==> src/rtl/ctrl_pipe.sv <==
// ---------------------------------------------------------------------------
// ctrl_pipe
//
// Control-payload pipeline that sits behind the decode stage of an ARM-style
// core. Stage 1 is Execute, where the condition code is evaluated against the
// architectural flags. Stage NSTAGES is Writeback, where executed
// instructions are counted as retired.
//
// Ports
//   clk             clock, every state update happens on its rising edge
//   reset           synchronous, active-low
//   d_valid         a decode-stage instruction is present
//   d_ctrl          decode-stage control payload
//   d_cond          decode-stage condition code
//   d_flagwrite     [1] writes N,Z; [0] writes C,V and ORs into sticky Q
//   d_branch        the decode-stage instruction is a branch
//   alu_flags_e     ALU flags {N,Z,C,V,Q} of the stage-1 instruction
//   stall_i         per-stage hold, bit k-1 controls stage k
//   flush_i         per-stage clear, bit k-1 controls stage k
//   stage_valid     valid bit of each stage register
//   stage_ctrl      payload of each stage, stage k at [(k-1)*CTRL_WIDTH +: CTRL_WIDTH]
//   condex_e        the stage-1 condition passes
//   branch_taken_e  the stage-1 branch is taken
//   flags_q         architectural flags register
//   pc_wr_pending   a PC write is somewhere between decode and writeback
//   retired_count   executed instructions that have left the last stage
// ---------------------------------------------------------------------------
module ctrl_pipe #(
  parameter int                    CTRL_WIDTH  = 8,
  parameter int                    NSTAGES     = 3,
  parameter int                    FLAGS_WIDTH = 5,
  parameter logic [CTRL_WIDTH-1:0] GATE_MASK   = 8'b0001_1110,
  parameter int                    PCSRC_BIT   = 1
) (
  input  logic                          clk,
  input  logic                          reset,
  input  logic                          d_valid,
  input  logic [CTRL_WIDTH-1:0]         d_ctrl,
  input  logic [3:0]                    d_cond,
  input  logic [1:0]                    d_flagwrite,
  input  logic                          d_branch,
  input  logic [FLAGS_WIDTH-1:0]        alu_flags_e,
  input  logic [NSTAGES-1:0]            stall_i,
  input  logic [NSTAGES-1:0]            flush_i,
  output logic [NSTAGES-1:0]            stage_valid,
  output logic [NSTAGES*CTRL_WIDTH-1:0] stage_ctrl,
  output logic                          condex_e,
  output logic                          branch_taken_e,
  output logic [FLAGS_WIDTH-1:0]        flags_q,
  output logic                          pc_wr_pending,
  output logic [31:0]                   retired_count
);

  localparam int FLAG_N = 4;
  localparam int FLAG_Z = 3;
  localparam int FLAG_C = 2;
  localparam int FLAG_V = 1;
  localparam int FLAG_Q = 0;

  // Index 0 is stage 1 (Execute). Only stage 1 needs the condition,
  // flag-write and branch fields; later stages carry the gated payload plus
  // an executed bit that says whether the condition passed.
  logic                  stageValidQ [NSTAGES];
  logic [CTRL_WIDTH-1:0] stageCtrlQ  [NSTAGES];
  logic                  stageExecQ  [NSTAGES];
  logic [3:0]            condQ;
  logic [1:0]            flagWriteQ;
  logic                  branchQ;
  logic [FLAGS_WIDTH-1:0] flagsQ;
  logic [31:0]           retiredQ;

  logic                  condPass;
  logic [CTRL_WIDTH-1:0] gatedCtrl;
  logic                  pcWrPending;

  // ARM condition decode against the current (pre-update) flags. Stage 1
  // sees the flags as they stand before its own write lands; there is no
  // forwarding, so back-to-back flag producer/consumer pairs must be spaced
  // by the decoder. Cond 4'b1111 (NV) never passes.
  always_comb begin
    condPass = 1'b0;
    case (condQ)
      4'h0: condPass = flagsQ[FLAG_Z];
      4'h1: condPass = ~flagsQ[FLAG_Z];
      4'h2: condPass = flagsQ[FLAG_C];
      4'h3: condPass = ~flagsQ[FLAG_C];
      4'h4: condPass = flagsQ[FLAG_N];
      4'h5: condPass = ~flagsQ[FLAG_N];
      4'h6: condPass = flagsQ[FLAG_V];
      4'h7: condPass = ~flagsQ[FLAG_V];
      4'h8: condPass = flagsQ[FLAG_C] & ~flagsQ[FLAG_Z];
      4'h9: condPass = ~flagsQ[FLAG_C] | flagsQ[FLAG_Z];
      4'hA: condPass = (flagsQ[FLAG_N] == flagsQ[FLAG_V]);
      4'hB: condPass = (flagsQ[FLAG_N] != flagsQ[FLAG_V]);
      4'hC: condPass = ~flagsQ[FLAG_Z] & (flagsQ[FLAG_N] == flagsQ[FLAG_V]);
      4'hD: condPass = flagsQ[FLAG_Z] | (flagsQ[FLAG_N] != flagsQ[FLAG_V]);
      4'hE: condPass = 1'b1;
      default: condPass = 1'b0;
    endcase
  end

  assign condex_e       = stageValidQ[0] & condPass;
  assign branch_taken_e = stageValidQ[0] & branchQ & condex_e;

  // A failed condition strips the side-effect bits from the payload but
  // keeps the slot valid, so downstream still sees an occupied stage.
  assign gatedCtrl = condex_e ? stageCtrlQ[0] : (stageCtrlQ[0] & ~GATE_MASK);

  // Pipeline registers, flags and retirement counter. Priority per stage is
  // reset, then flush, then stall (hold), then bubble-or-advance.
  always_ff @(posedge clk) begin
    if (!reset) begin
      for (int k = 0; k < NSTAGES; k++) begin
        stageValidQ[k] <= 1'b0;
        stageCtrlQ[k]  <= '0;
        stageExecQ[k]  <= 1'b0;
      end
      condQ      <= '0;
      flagWriteQ <= '0;
      branchQ    <= 1'b0;
      flagsQ     <= '0;
      retiredQ   <= '0;
    end else begin
      if (flush_i[0]) begin
        stageValidQ[0] <= 1'b0;
        stageCtrlQ[0]  <= '0;
        condQ          <= '0;
        flagWriteQ     <= '0;
        branchQ        <= 1'b0;
      end else if (!stall_i[0]) begin
        stageValidQ[0] <= d_valid;
        stageCtrlQ[0]  <= d_ctrl;
        condQ          <= d_cond;
        flagWriteQ     <= d_flagwrite;
        branchQ        <= d_branch;
      end

      for (int k = 1; k < NSTAGES; k++) begin
        if (flush_i[k]) begin
          stageValidQ[k] <= 1'b0;
          stageCtrlQ[k]  <= '0;
          stageExecQ[k]  <= 1'b0;
        end else if (!stall_i[k]) begin
          if (stall_i[k-1]) begin
            stageValidQ[k] <= 1'b0;
            stageCtrlQ[k]  <= '0;
            stageExecQ[k]  <= 1'b0;
          end else if (k == 1) begin
            stageValidQ[k] <= stageValidQ[0];
            stageCtrlQ[k]  <= gatedCtrl;
            stageExecQ[k]  <= condex_e;
          end else begin
            stageValidQ[k] <= stageValidQ[k-1];
            stageCtrlQ[k]  <= stageCtrlQ[k-1];
            stageExecQ[k]  <= stageExecQ[k-1];
          end
        end
      end

      if (condex_e && !stall_i[0]) begin
        if (flagWriteQ[1]) begin
          flagsQ[FLAG_N] <= alu_flags_e[FLAG_N];
          flagsQ[FLAG_Z] <= alu_flags_e[FLAG_Z];
        end
        if (flagWriteQ[0]) begin
          flagsQ[FLAG_C] <= alu_flags_e[FLAG_C];
          flagsQ[FLAG_V] <= alu_flags_e[FLAG_V];
          flagsQ[FLAG_Q] <= flagsQ[FLAG_Q] | alu_flags_e[FLAG_Q];
        end
      end

      if (stageValidQ[NSTAGES-1] && stageExecQ[NSTAGES-1] && !stall_i[NSTAGES-1]) begin
        retiredQ <= retiredQ + 32'd1;
      end
    end
  end

  // Flatten the stage registers onto the output buses.
  always_comb begin
    stage_valid = '0;
    stage_ctrl  = '0;
    for (int k = 0; k < NSTAGES; k++) begin
      stage_valid[k]                             = stageValidQ[k];
      stage_ctrl[k*CTRL_WIDTH +: CTRL_WIDTH]     = stageCtrlQ[k];
    end
  end

  // A PC write is pending if decode or any occupied stage carries the PC
  // source bit. Stages 2 and up already hold the gated payload, so a
  // condition-failed PC write drops out once it leaves Execute.
  always_comb begin
    pcWrPending = d_valid & d_ctrl[PCSRC_BIT];
    for (int k = 0; k < NSTAGES; k++) begin
      pcWrPending = pcWrPending | (stageValidQ[k] & stageCtrlQ[k][PCSRC_BIT]);
    end
  end

  assign pc_wr_pending = pcWrPending;
  assign flags_q       = flagsQ;
  assign retired_count = retiredQ;

endmodule
==> config.mk <==
export PLATFORM = sky130hd
export DESIGN_NAME = ctrl_pipe
export DESIGN_NICKNAME = d
export VERILOG_FILES = /design/src/rtl/ctrl_pipe.sv
export SDC_FILE = /design/constraint.sdc
export NUM_CORES = 1
export LEC_CHECK = 0
export BUFFER_PORTS_ARGS = -buffer_cell sky130_fd_sc_hd__buf_2
export CELL_PAD_IN_SITES_DETAIL_PLACEMENT = 0
export CELL_PAD_IN_SITES_GLOBAL_PLACEMENT = 1
export CORE_ASPECT_RATIO = 1.5
export CORE_UTILIZATION = 28
export CTS_CLUSTER_DIAMETER = 100
export DETAILED_ROUTE_END_ITERATION = 10
export PLACE_DENSITY = 0.65
export RECOVER_POWER = 25
export SYNTH_ARGS = -nofsm -noshare
export SYNTH_HDL_FRONTEND = slang
export SYNTH_SLANG_ARGS = --single-unit
==> constraint.sdc <==
create_clock -name clk -period 2.7 [get_ports clk]
set_input_delay 0.27 -clock clk [delete_from_list [all_inputs] [get_ports clk]]
set_output_delay 0.27 -clock clk [all_outputs]
set_load 0.01 [all_outputs]
==> metrics.md, run 1 <==
| Metric | Value |
|---|---|
| Status | completed |
| Top cell by count, worst path | inv_1 |
| Slew headroom | 51.4% |
| First-pass GRT wire length | 11,700 µm |
| Reg2reg path depth | 7 |
| # port buffers | 95 |
| Final setup margin | 0.170 ns |
| Share of cells above drive strength 1 | 26.8% |
| Die Y | 134 µm |
| Pleak | 1.77 nW |
| CP Capture Type | primary output |
| DP HPWL | 5490 µm |
| Synth cell types | 42 |
| Total GRT Usage | 12.4% |
| Htree depth | 3 |
| Top_reg_cell synth | dfxtp_1 |
| Clock Root Buffer | clkbuf_16 |
| CP Cell Sequence | inv_1 -> or3_1 -> a32oi_1 -> o221ai_1 -> a32oi_2 -> inv_1 -> and2_1 -> buf_2 |
| CP bufs+invs | 3 |
| Area of the multi-input gates | 0.00142 mm² |
| Worst-skew pair later-pin latency | 0.33 ns |
| Slowest stage delay, CP | 0.39 ns |
| Slowest cell on crit path | dfxtp_2 |
| Crit path depth | 8 |
| Placed inst area | 0.00386 mm² |
| CP arrival | 2.26 ns |
| Crit-path max FO | 8 |
| Clock Path Buffers | 2 |
| Core Rows | 47 |
| Period utilisation layout | 93.7% |
| Startpoint types | register |
| Seq/Total Area, Yosys | 53.0% |
| Die ar. | 0.0121 mm² |
| Required time of the critical path | 2.43 ns |
| DR vias/cell | 4.38 |
| FFs w/ async S/R, synth | 0% |
| Chip width | 90.2 µm |
| Post-synthesis cell count | 315 |
| Top cell type's share of synthesized area | 28.2% |
| Syn nets | 345 |
| Final core utilization | 37.3% |
| Total number of vias | 2,456 |
| Worst min path class | input port to register |
| Starting Density | 29.2% |
| YS warnings | 0 |
| Initial antenna violation count | 0 |
| DR top layer | met4 |
| Fin. max-slew vios | 0 |
| Metal2 WL | 3850 µm |
| Syn avg cell area | 10.4 µm² |
| # diodes | 0 |
| Wire length per cell | 13.0 µm |
| Design Area, Final | 0.00417 mm² |
| Reg clk slew, reported paths | 0.06 ns |
| Detailed Route Iter0 Violations | 47 |
| Hold WS | 0.148 ns |
| Met3 Wirelength | 244 µm |
| Final setup viols | 0 |
| 1st-pass router iterations | 4 |
| Boundary pin count | 96 |
| Cell taking the most area after synthesis | dfxtp_1 |
| Mapped Area | 0.00326 mm² |
| Top cells by area, synth | dfxtp_1 (28%), edfxtp_1 (25%), and2_1 (10%) |
| Hold Path Depth | 2 |
| Final Wtd Congestion | 0.692 |
| EDFF count, synth | 27 |
| CTS tree | yes |
| Post-Place Worst Slack | 0.279 ns |
| Peak Freq | 0.395 GHz |
| Total power | 2.51 mW |
| Power per cell area | 602 mW/mm² |
| #FFs+latches synth | 73 |
| Antenna viol nets, final | 0 |
| Placed cell count | 544 |
| Met1 WL | 3050 µm |
| Post-route minimum period | 2.53 ns |
| Largest net degree at the start of global routing | 38 |
| Crit path max-delay family | compound AO/OA/AOI/OAI gates |
| GR Overflow Total | 0 |
| Post-route DRC | 0 |
| Worst slew pin tran | 0.724 ns |
| Vias in the first global route | 2,386 |
| Non-filler cells in the finished layout | 561 |
| FILL cells | 1,178 |
| Setup Total Neg Slack | 0 ns |
| Sink Count | 73 |
| Final hold viol count | 0 |
| CORE AREA | 0.0112 mm² |
| Nets | 439 |
| Max-cap viol count | 0 |
| Clock Skew | 0.00714 ns |
| Synthesis-to-finish area growth | 27.8% |
| Unrepaired setup endpoints after global routing | no |
| Num CTS Buffers | 9 |
| Sequential cell area | 0.00173 mm² |
| Maximum vdd drop | 0.315 mV |
| DRT Wirelength | 7300 µm |
| Critical path class | register to primary output |
[final timing paths]
check | startpoint | slack, ns | endpoint
worst max-delay path | condQ[3] | 0.17 | branch_taken_e
worst min-delay path | d_branch | 0.15 | branchQ
worst max register to register | stageValidQ[2] | 0.41 | retired_count[29]
worst min register to register | flags_q[0] | 0.47 | flags_q[0]
[synthesized netlist by cell type (all sizes together) (3+ instances only)]
cell     n
a21boi   5
a21oi    4
a22o     5
a22oi    4
and2    53
buf      7
clkbuf   9
dfxtp   46
edfxtp  27
inv      9
mux2i    5
nand2   30
nand3    8
nand3b   3
nand4    8
nor2    10
nor2b    5
nor3     5
nor3b    5
o21ai    9
or3      8
xnor2   24
xor2     5
[sequential cells by signal (all words and copies together) (netlist names)]
signal         flops
stageCtrlQ        24
stageValidQ        3
branchQ            1
retired_count     32
stageExecQ         2
condQ              4
flagWriteQ         2
flags_q            5
[power by group]
group          total, mW  switching [mW]  internal, mW  leakage [nW]
Clock               1.23           0.433         0.798         0.150
Combinational      0.105          0.0592        0.0463         0.930
Sequential          1.18          0.0146          1.16         0.685
[layout make-up]
class	count	share of cell area [%]
clock buffer	9	5.40
clock inverter	7	2.04
inverter	9	0.810
multi-input combinational	217	34.0
sequential	73	41.5
tap	147	4.41
timing repair buffer	99	11.8
[metal layers]
layer / global-route usage [%] / up-vias
li1: - / 1267
met1: 13.6 / 1127
met2: 22.2 / 51
met3: 2.83 / 11
met4: 6.72 / 0
met5: 0 / -
[cells in the final DEF (no fill, tap or decap), drive strengths merged, types with 3 or more instances in the layout]
master,Yosys,layout
or3,8,8
xor2,5,5
mux2i,5,5
a22oi,4,4
nand4,8,8
clkbuf,9,15
clkinv,0,4
nand2,30,30
nor3b,5,5
inv,9,9
a22o,5,5
nor3,5,5
nor2b,5,5
xnor2,24,24
buf,7,93
edfxtp,27,27
nand3,8,8
a21boi,5,5
nor2,10,10
dfxtp,46,46
o21ai,9,9
a21oi,4,4
nand3b,3,3
and2,53,53
[logic make-up after synthesis]
logic type | synth area share [%]
AO/OA/AOI/OAI | 7.97
XOR/XNOR | 7.78
adder cells (fa/ha/maj) | 0.383
buffers and inverters | 3.76
flip-flops | 53.0
multiplexers | 1.53
AND/OR/NAND/NOR | 25.5
[timing repair]
| action | in CTS | in global routing |
|---|---|---|
| endpoints found under the setup margin | 1 | 1 |
| setup buffers | 0 | 1 |
| hold buffers | 0 | 0 |
| resized for setup | 1 | 1 |
| pin swaps | 0 | 1 |
Note: power is estimated with default switching activity, not from simulation.
==> run 2: changes to the inputs <==
--- a/config.mk
+++ b/config.mk
@@ -5,6 +5,7 @@
 export SDC_FILE = /design/constraint.sdc
 export NUM_CORES = 1
 export LEC_CHECK = 0
+export ABC_AREA = 1
 export BUFFER_PORTS_ARGS = -buffer_cell sky130_fd_sc_hd__buf_2
 export CELL_PAD_IN_SITES_DETAIL_PLACEMENT = 0
 export CELL_PAD_IN_SITES_GLOBAL_PLACEMENT = 1
@@ -12,7 +13,7 @@
 export CORE_UTILIZATION = 28
 export CTS_CLUSTER_DIAMETER = 100
 export DETAILED_ROUTE_END_ITERATION = 10
-export PLACE_DENSITY = 0.65
+export PLACE_DENSITY = 0.67
 export RECOVER_POWER = 25
 export SYNTH_ARGS = -nofsm -noshare
 export SYNTH_HDL_FRONTEND = slang
==> run 2 against run 1 <==
Compared with the run above: clock skew increased by 0.0018 ns; clock-buffer cell count unchanged; register-to-register slack improved by 0.46 ns; hold slack improved by 0.0057 ns; wire length increased by 19%; final cell count increased by 25%.
==> metrics.md, run 2 <==
| Metric | Value |
|---|---|
| Top cells by area, synth | dfxtp_1 (26%), edfxtp_1 (23%), inv_1 (8.6%) |
| FILL cells | 1,291 (+9.6%) |
| Detailed Route Iter0 Violations | 107 (+130%) |
| Non-filler cells in the finished layout | 702 (+25%) |
| Hold-fix buffers, CTS | 0 (unchanged) |
| Post-synthesis cell count | 444 (+41%) |
| Fin. max-slew vios | 0 (unchanged) |
| First-pass GRT wire length | 14,100 µm (+21%) |
| Worst min path class | input port to register |
| Post-CTS Setup Inserts | 0 (unchanged) |
| Required time of the critical path | 2.43 ns (about the same) |
| Cell taking the most area after synthesis | dfxtp_1 |
| Commonest non-fill, non-tap cell in the layout | inv_1 |
| Dominant cell by count in the synthesized netlist | inv_1 |
| Critical path class | register to primary output |
| Worst-skew pair later-pin latency | 0.33 ns (about the same) |
| Starting Density | 29.0% (-0.23 points) |
| Mapped Area | 0.00352 mm² (+7.8%) |
| Seq/Total Area, Yosys | 49.2% (-3.8 points) |
| CP Capture Type | primary output |
| Die ar. | 0.0130 mm² (+7.6%) |
| Setup Total Neg Slack | 0 ns (unchanged) |
| Antenna viol nets, final | 0 (unchanged) |
| Wire length per cell | 12.4 µm (-4.8%) |
| CP arrival | 1.80 ns (-0.46 ns) |
| Clock Root Buffer | clkbuf_16 |
| Total number of vias | 3,102 (+26%) |
| Max FFs per register | 32 (unchanged) |
| Startpoint types | register |
| Maximum vdd drop | 0.371 mV (+18%) |
| Hold WS | 0.154 ns (+0.00566 ns) |
| FFs w/ async S/R, synth | 0% (unchanged) |
| Synth cell types | 36 (-14%) |
| Area of the multi-input gates | 0.00141 mm² (-0.35%) |
| Power per cell area | 573 mW/mm² (-4.9%) |
| Peak Freq | 0.483 GHz (+22%) |
| DRT Wirelength | 8690 µm (+19%) |
| Unrepaired setup endpoints after global routing | no |
| YS warnings | 0 (unchanged) |
| Total power | 2.54 mW (+1.2%) |
| Synthesis-to-finish area growth | 26.2% |
| Post-route minimum period | 2.07 ns (-0.458 ns) |
| Post-CTS resize count | 0 (-1) |
| Initial antenna violation count | 0 (unchanged) |
| Max-cap viol count | 0 (unchanged) |
| Syn avg cell area | 7.92 µm² (-24%) |
| Clock Skew | 0.00895 ns (+0.00182 ns) |
| Die Y | 139 µm (+3.8%) |
| Placed cell count | 686 (+26%) |
| Sequential cell area | 0.00173 mm² (about the same) |
| Reg clk slew, reported paths | 0.06 ns (about the same) |
| Commonest cells after routing, fill and taps aside | inv_1 (81), nor2_1 (80), buf_2 (80), nand2_1 (66), dfxtp_1 (46) |
| Period utilisation layout | 76.7% (-17 points) |
| Boundary pin count | 96 (unchanged) |
| Commonest cells post-synth | inv_1 (81), nor2_1 (80), nand2_1 (66) |
| Share of cells above drive strength 1 | 24.2% (-2.6 points) |
| Clock Path Buffers | 2 (unchanged) |
| Nets | 574 (+31%) |
| Final hold viol count | 0 (unchanged) |
| Slew headroom | 27.3% (-24 points) |
| Sink Count | 73 (unchanged) |
| Vias in the first global route | 3,073 (+29%) |
| Final Wtd Congestion | 0.817 (+18%) |
| CTS tree | yes |
| DR vias/cell | 4.42 (+0.93%) |
| # port buffers | 95 (unchanged) |
| Pleak | 1.94 nW (+10%) |
| Core Rows | 49 (+4.3%) |
| Top_reg_cell synth | dfxtp_1 |
| Status | completed |
| Final setup viols | 0 (unchanged) |
| CORE AREA | 0.0121 mm² (+8.6%) |
| GR Overflow Total | 0 (unchanged) |
| Num CTS Buffers | 9 (unchanged) |
| Post-route DRC | 0 (unchanged) |
| 1st-pass router iterations | 4 (unchanged) |
| EDFF count, synth | 27 (unchanged) |
| Top cell type's share of synthesized area | 26.2% (-2.0 points) |
| Largest net degree at the start of global routing | 22 (-42%) |
| Total GRT Usage | 14.0% (+1.6 points) |
| # diodes | 0 (unchanged) |
| Syn nets | 474 (+37%) |
| Htree depth | 3 (unchanged) |
| Crit-path max FO | 4 (-4) |
| Chip width | 93.5 µm (+3.7%) |
| DP HPWL | 6790 µm (+24%) |
| #FFs+latches synth | 73 (unchanged) |
| Worst slew pin tran | 1.09 ns (+0.366 ns) |
## run 2: cell types whose count changed in the layout (fill, tap and decap cells not counted), sizes merged, moves of 11 or more
cell / before / now
a21oi: 4 / 16
and2: 53 / 0
buf: 93 / 80
clkbuf: 15 / 26
inv: 9 / 90
nand2: 30 / 70
nand3: 8 / 30
nor2: 10 / 91
nor3: 5 / 20
xnor2: 24 / 4
## run 2: area by class of cell
type                    instances  share of cell area [%]
clock inverters                 7                    1.89
well taps                     153                    4.31
clock buffers                   9                    5.07
flip-flops and latches         73                    39.0
repair buffers                 97                    10.5
inverters                      88                    7.44
multi-input cells             275                    31.8
## run 2: power by group
part           internal (mW)  leakage, nW  switching [mW]
combinational         0.0420         1.11          0.0750
sequential              1.16        0.685          0.0158
clock                  0.734        0.149           0.516
total                   1.94         1.94           0.606
## run 2: per-layer routing
layer / part of all wire (%) / vias to the layer above / track usage, %
li1: - / 1615 / -
met1: 40 / 1395 / 14.0
met2: 53 / 79 / 26.5
met3: 4.7 / 13 / 3.72
met4: 2.0 / 0 / 5.91
met5: 0 / - / 0
## run 2: cells by family after synthesis
group | count (synthesis) | synth area share (%)
DFF | 73 | 49.2
and+or+nand+nor | 222 | 30.3
adders and majority gates | 1 | 0.356
buffers and inverters | 96 | 10.6
AOI/OAI and AO/OA | 44 | 7.54
xor gates and xnor gates | 8 | 1.99
## run 2: critical path, cell delays in order (launching register included)
cell     delay (ns)
dfxtp_1        0.40
inv_1          0.09
nand2_1        0.09
nand2_1        0.07
nand2_1        0.08
nand3_1        0.08
nand2_1        0.08
nand2_2        0.08
a31oi_4        0.21
inv_1          0.06
nor2_1         0.09
buf_2          0.14
## run 2: stage by stage
stage	utilization (%)	setup WS (ns)	instance area [µm²]
floorplan	-	1.10	3520
global route	36.6	0.493	4440
finish	36.6	0.628	4440
global placement	34.2	0.907	4160
detailed placement	34.2	0.869	4160
CTS	36.8	0.597	4470
## run 2: worst paths after layout
check,startpoint,end,slack [ns],depth (start not counted)
max,flags_q[4],branch_taken_e,0.63,11
min,d_flagwrite[1],flagWriteQ[1],0.15,3
max reg2reg,retired_count[0],retired_count[28],0.87,10
min reg2reg,stageExecQ[1],stageExecQ[2],0.48,2
==> run 3: changes to the inputs <==
==> constraint.sdc (replaced) <==
create_clock -name clk -period 2.1 [get_ports clk]
set_input_delay 0.21 -clock clk [delete_from_list [all_inputs] [get_ports clk]]
set_output_delay 0.21 -clock clk [all_outputs]
set_load 0.01 [all_outputs]
==> run 3 against run 2 <==
Compared with the run above: first-iteration DRC count shrank 26%; combinational power increased by 31%; critical path depth down 2; clock-buffer cell count stayed put; setup slack worse by 0.47 ns; sequential share of layout area is 0.26 points lower; wire length down 1.9%; clock skew shrank 0.0040 ns; via count hardly changed; final cell count grew 0.43%; final area rose by 0.96%.
==> metrics.md, run 3 (synthesized netlist as in run 2, its figures left out) <==
| Metric | Value |
|---|---|
| Status | completed |
| Reg2Reg Launch Point | retired_count[0] |
| Final setup viols | 0 (unchanged) |
| Worst min path class | input port to register |
| FILL cells | 1,332 (+3.2%) |
| Total GRT Usage | 13.8% (-0.25 points) |
| CP bufs+invs | 4 (+1) |
| Global route hottest layer | met2 |
| Htree depth | 3 (unchanged) |
| Startpoint types | register |
| Synthesis-to-finish area growth | 27.4% |
| Setup Total Neg Slack | 0 ns (unchanged) |
| First-pass GRT wire length | 13,800 µm (-2.5%) |
| Total power | 3.26 mW (+28%) |
| Met3 Use GR | 3.99% (+0.27 points) |
| Worst hold endpoint | flagWriteQ[1] |
| Post-CTS resize count | 0 (unchanged) |
| Maximum vdd drop | 0.397 mV (+7.1%) |
| Slew headroom | 25.1% (-2.3 points) |
| Routing usage on met2 | 25.4% (-1.1 points) |
| Part of the power in registers | 46.4% (about the same) |
| Post-route DRC | 0 (unchanged) |
| Max-cap viol count | 0 (unchanged) |
| CP Capture Type | primary output |
| Psw | 0.768 mW (+27%) |
| 1st-pass router iterations | 5 (+1) |
| CP Cell Sequence | inv_1 -> nor3_1 -> nand2_1 -> nand2_1 -> inv_2 -> a31oi_4 -> inv_1 -> nor2_1 -> buf_2 |
| Num CTS Buffers | 9 (unchanged) |
| Chip width | 93.5 µm (unchanged) |
| R2R setup slack | 0.34 ns (-0.53 ns) |
| Comb pwr share | 4.7% (about the same) |
| Die Y | 139 µm (unchanged) |
| DRT Wirelength | 8530 µm (-1.9%) |
| Clock Path Buffers | 2 (unchanged) |
| DR vias/cell | 4.40 (-0.49%) |
| Vias in the first global route | 2,979 (-3.1%) |
| Commonest non-fill, non-tap cell in the layout | buf_2 |
| Boundary pin count | 96 (unchanged) |
| Reg clk slew, reported paths | 0.06 ns (about the same) |
| Sequential cell area | 0.00174 mm² (+0.29%) |
| Post-route minimum period | 1.94 ns |
| Worst-skew pair later-pin latency | 0.33 ns (about the same) |
| Reg2reg path depth | 12 (+2) |
| Peak Freq | 0.516 GHz |
| Max FFs per register | 32 (unchanged) |
| Clock Root Buffer | clkbuf_16 |
| Hold Path Depth | 3 (unchanged) |
| # port buffers | 95 (unchanged) |
| Period utilisation layout | 92.3% |
| Crit-path max FO | 8 (+4) |
| Final hold viol count | 0 (unchanged) |
| Cell internal pwr | 2.49 mW (+29%) |
| Die ar. | 0.0130 mm² (unchanged) |
| Starting Density | 29.0% (unchanged) |
| Detailed Route Iter0 Violations | 79 (-26%) |
| Worst slew pin tran | 1.12 ns (+0.0340 ns) |
| Final Wtd Congestion | 0.823 (+0.72%) |
| Slowest stage delay, CP | 0.47 ns (+0.07 ns) |
| Commonest cells after routing, fill and taps aside | buf_2 (92), inv_1 (81), nor2_1 (80), nand2_1 (66), dfxtp_1 (42) |
| Met1 Resource Use GR | 14.1% (+0.093 points) |
| Placed cell count | 689 (+0.44%) |
| Required time of the critical path | 1.89 ns (-0.54 ns) |
| Clk pwr share | 48.9% (-0.2 points) |
| Area of the multi-input gates | 0.00141 mm² (unchanged) |
| Total number of vias | 3,100 (-0.064%) |
| Power per cell area | 728 mW/mm² (+27%) |
| Fin. max-slew vios | 0 (unchanged) |
| Initial antenna violation count | 0 (unchanged) |
| Post-CTS Setup Inserts | 0 (unchanged) |
| Core Rows | 49 (unchanged) |
| Largest net degree at the start of global routing | 22 (unchanged) |
| Antenna viol nets, final | 0 (unchanged) |
| Unrepaired setup endpoints after global routing | no |
| Sink Count | 73 (unchanged) |
| # diodes | 0 (unchanged) |
| Worst reg2reg path endpoint | retired_count[18] |
| DP HPWL | 6780 µm (-0.14%) |
| Sw Share | 23.6% (-0.29 points) |
| Pleak | 2.01 nW (+3.5%) |
| CORE AREA | 0.0121 mm² (unchanged) |
| Hold-fix buffers, CTS | 0 (unchanged) |
| Critical path class | register to primary output |
| Clock Skew | 0.00495 ns (-0.00400 ns) |
| GR Overflow Total | 0 (unchanged) |
| Wire length per cell | 12.1 µm (-2.3%) |
| CTS tree | yes |
| Nets | 577 (+0.52%) |
| Slowest cell on crit path | dfxtp_1 |
| Non-filler cells in the finished layout | 705 (+0.43%) |
| Worst hold start | d_flagwrite[1] |
| CP arrival | 1.73 ns (-0.07 ns) |
| Share of cells above drive strength 1 | 27.5% (+3.3 points) |
| Crit path max-delay family | flip-flops |
==> run 3: cell count changes in the layout (fill, tap and decap cells not counted) <==
cell / change
buf_2: +12
dfxtp_2: +4
dfxtp_1: -4
clkbuf_1: -12
buf_4: +3
==> run 3: worst max-delay path by stage <==
stage / start / to / cells past startpoint
after global routing: condQ[0] / branch_taken_e / 9
after floorplan: retired_count[1] / retired_count[18] / 12
after CTS: condQ[3] / branch_taken_e / 11
after global placement: retired_count[0] / retired_count[18] / 12
after detailed placement: retired_count[0] / retired_count[18] / 12
final: condQ[0] / branch_taken_e / 9
==> run 3: metal layers <==
metal	vias to the layer above	wire (µm)
li1	1616	-
met1	1393	3360
met2	78	4550
met3	13	464
met4	0	147
met5	-	0
==> run 3: cell type report <==
cell class | instances | area share, %
Sequential cell | 73 | 38.7
Multi-Input combinational cell | 275 | 31.5
Timing Repair Buffer | 100 | 11.2
Inverter | 88 | 7.37
Clock buffer | 9 | 5.03
Tap cell | 153 | 4.27
Clock inverter | 7 | 1.87
==> run 3: per-stage QoR <==
| step | cell area [µm²] | hold slack [ns] | util, % | worst slack [ns] |
|---|---|---|---|---|
| 2_1_floorplan | 3520 | 0.339 | - | 0.500 |
| 3_3_place_gp | 4180 | 0.431 | 34.4 | 0.401 |
| 3_5_place_dp | 4180 | 0.437 | 34.4 | 0.360 |
| 4_1_cts | 4490 | 0.0825 | 37.0 | 0.0863 |
| 5_1_grt | 4480 | 0.0883 | 36.9 | 0.0163 |
| 6_report | 4480 | 0.0969 | 36.9 | 0.161 |
==> run 3: power by group through the flow <==
stage	Clock (mW)	Sequential (mW)	Combinational, mW
after floorplan	0	1.55	0.0741
after global placement	0	1.54	0.157
after detailed placement	0	1.54	0.157
after CTS	1.65	1.51	0.157
after global routing	1.70	1.52	0.170
final	1.60	1.51	0.153
==> run 3: worst reg2reg max path, cell delays in order (launching register included) <==
cell	delay (ns)
dfxtp_1	0.38
ha_1	0.23
nand3_2	0.14
nor2_4	0.16
nand2_2	0.09
nor2_2	0.08
nand2_1	0.08
nor2_2	0.15
nand3_1	0.11
clkinv_1	0.07
nand3_1	0.06
nand2_1	0.08
a21oi_2	0.04
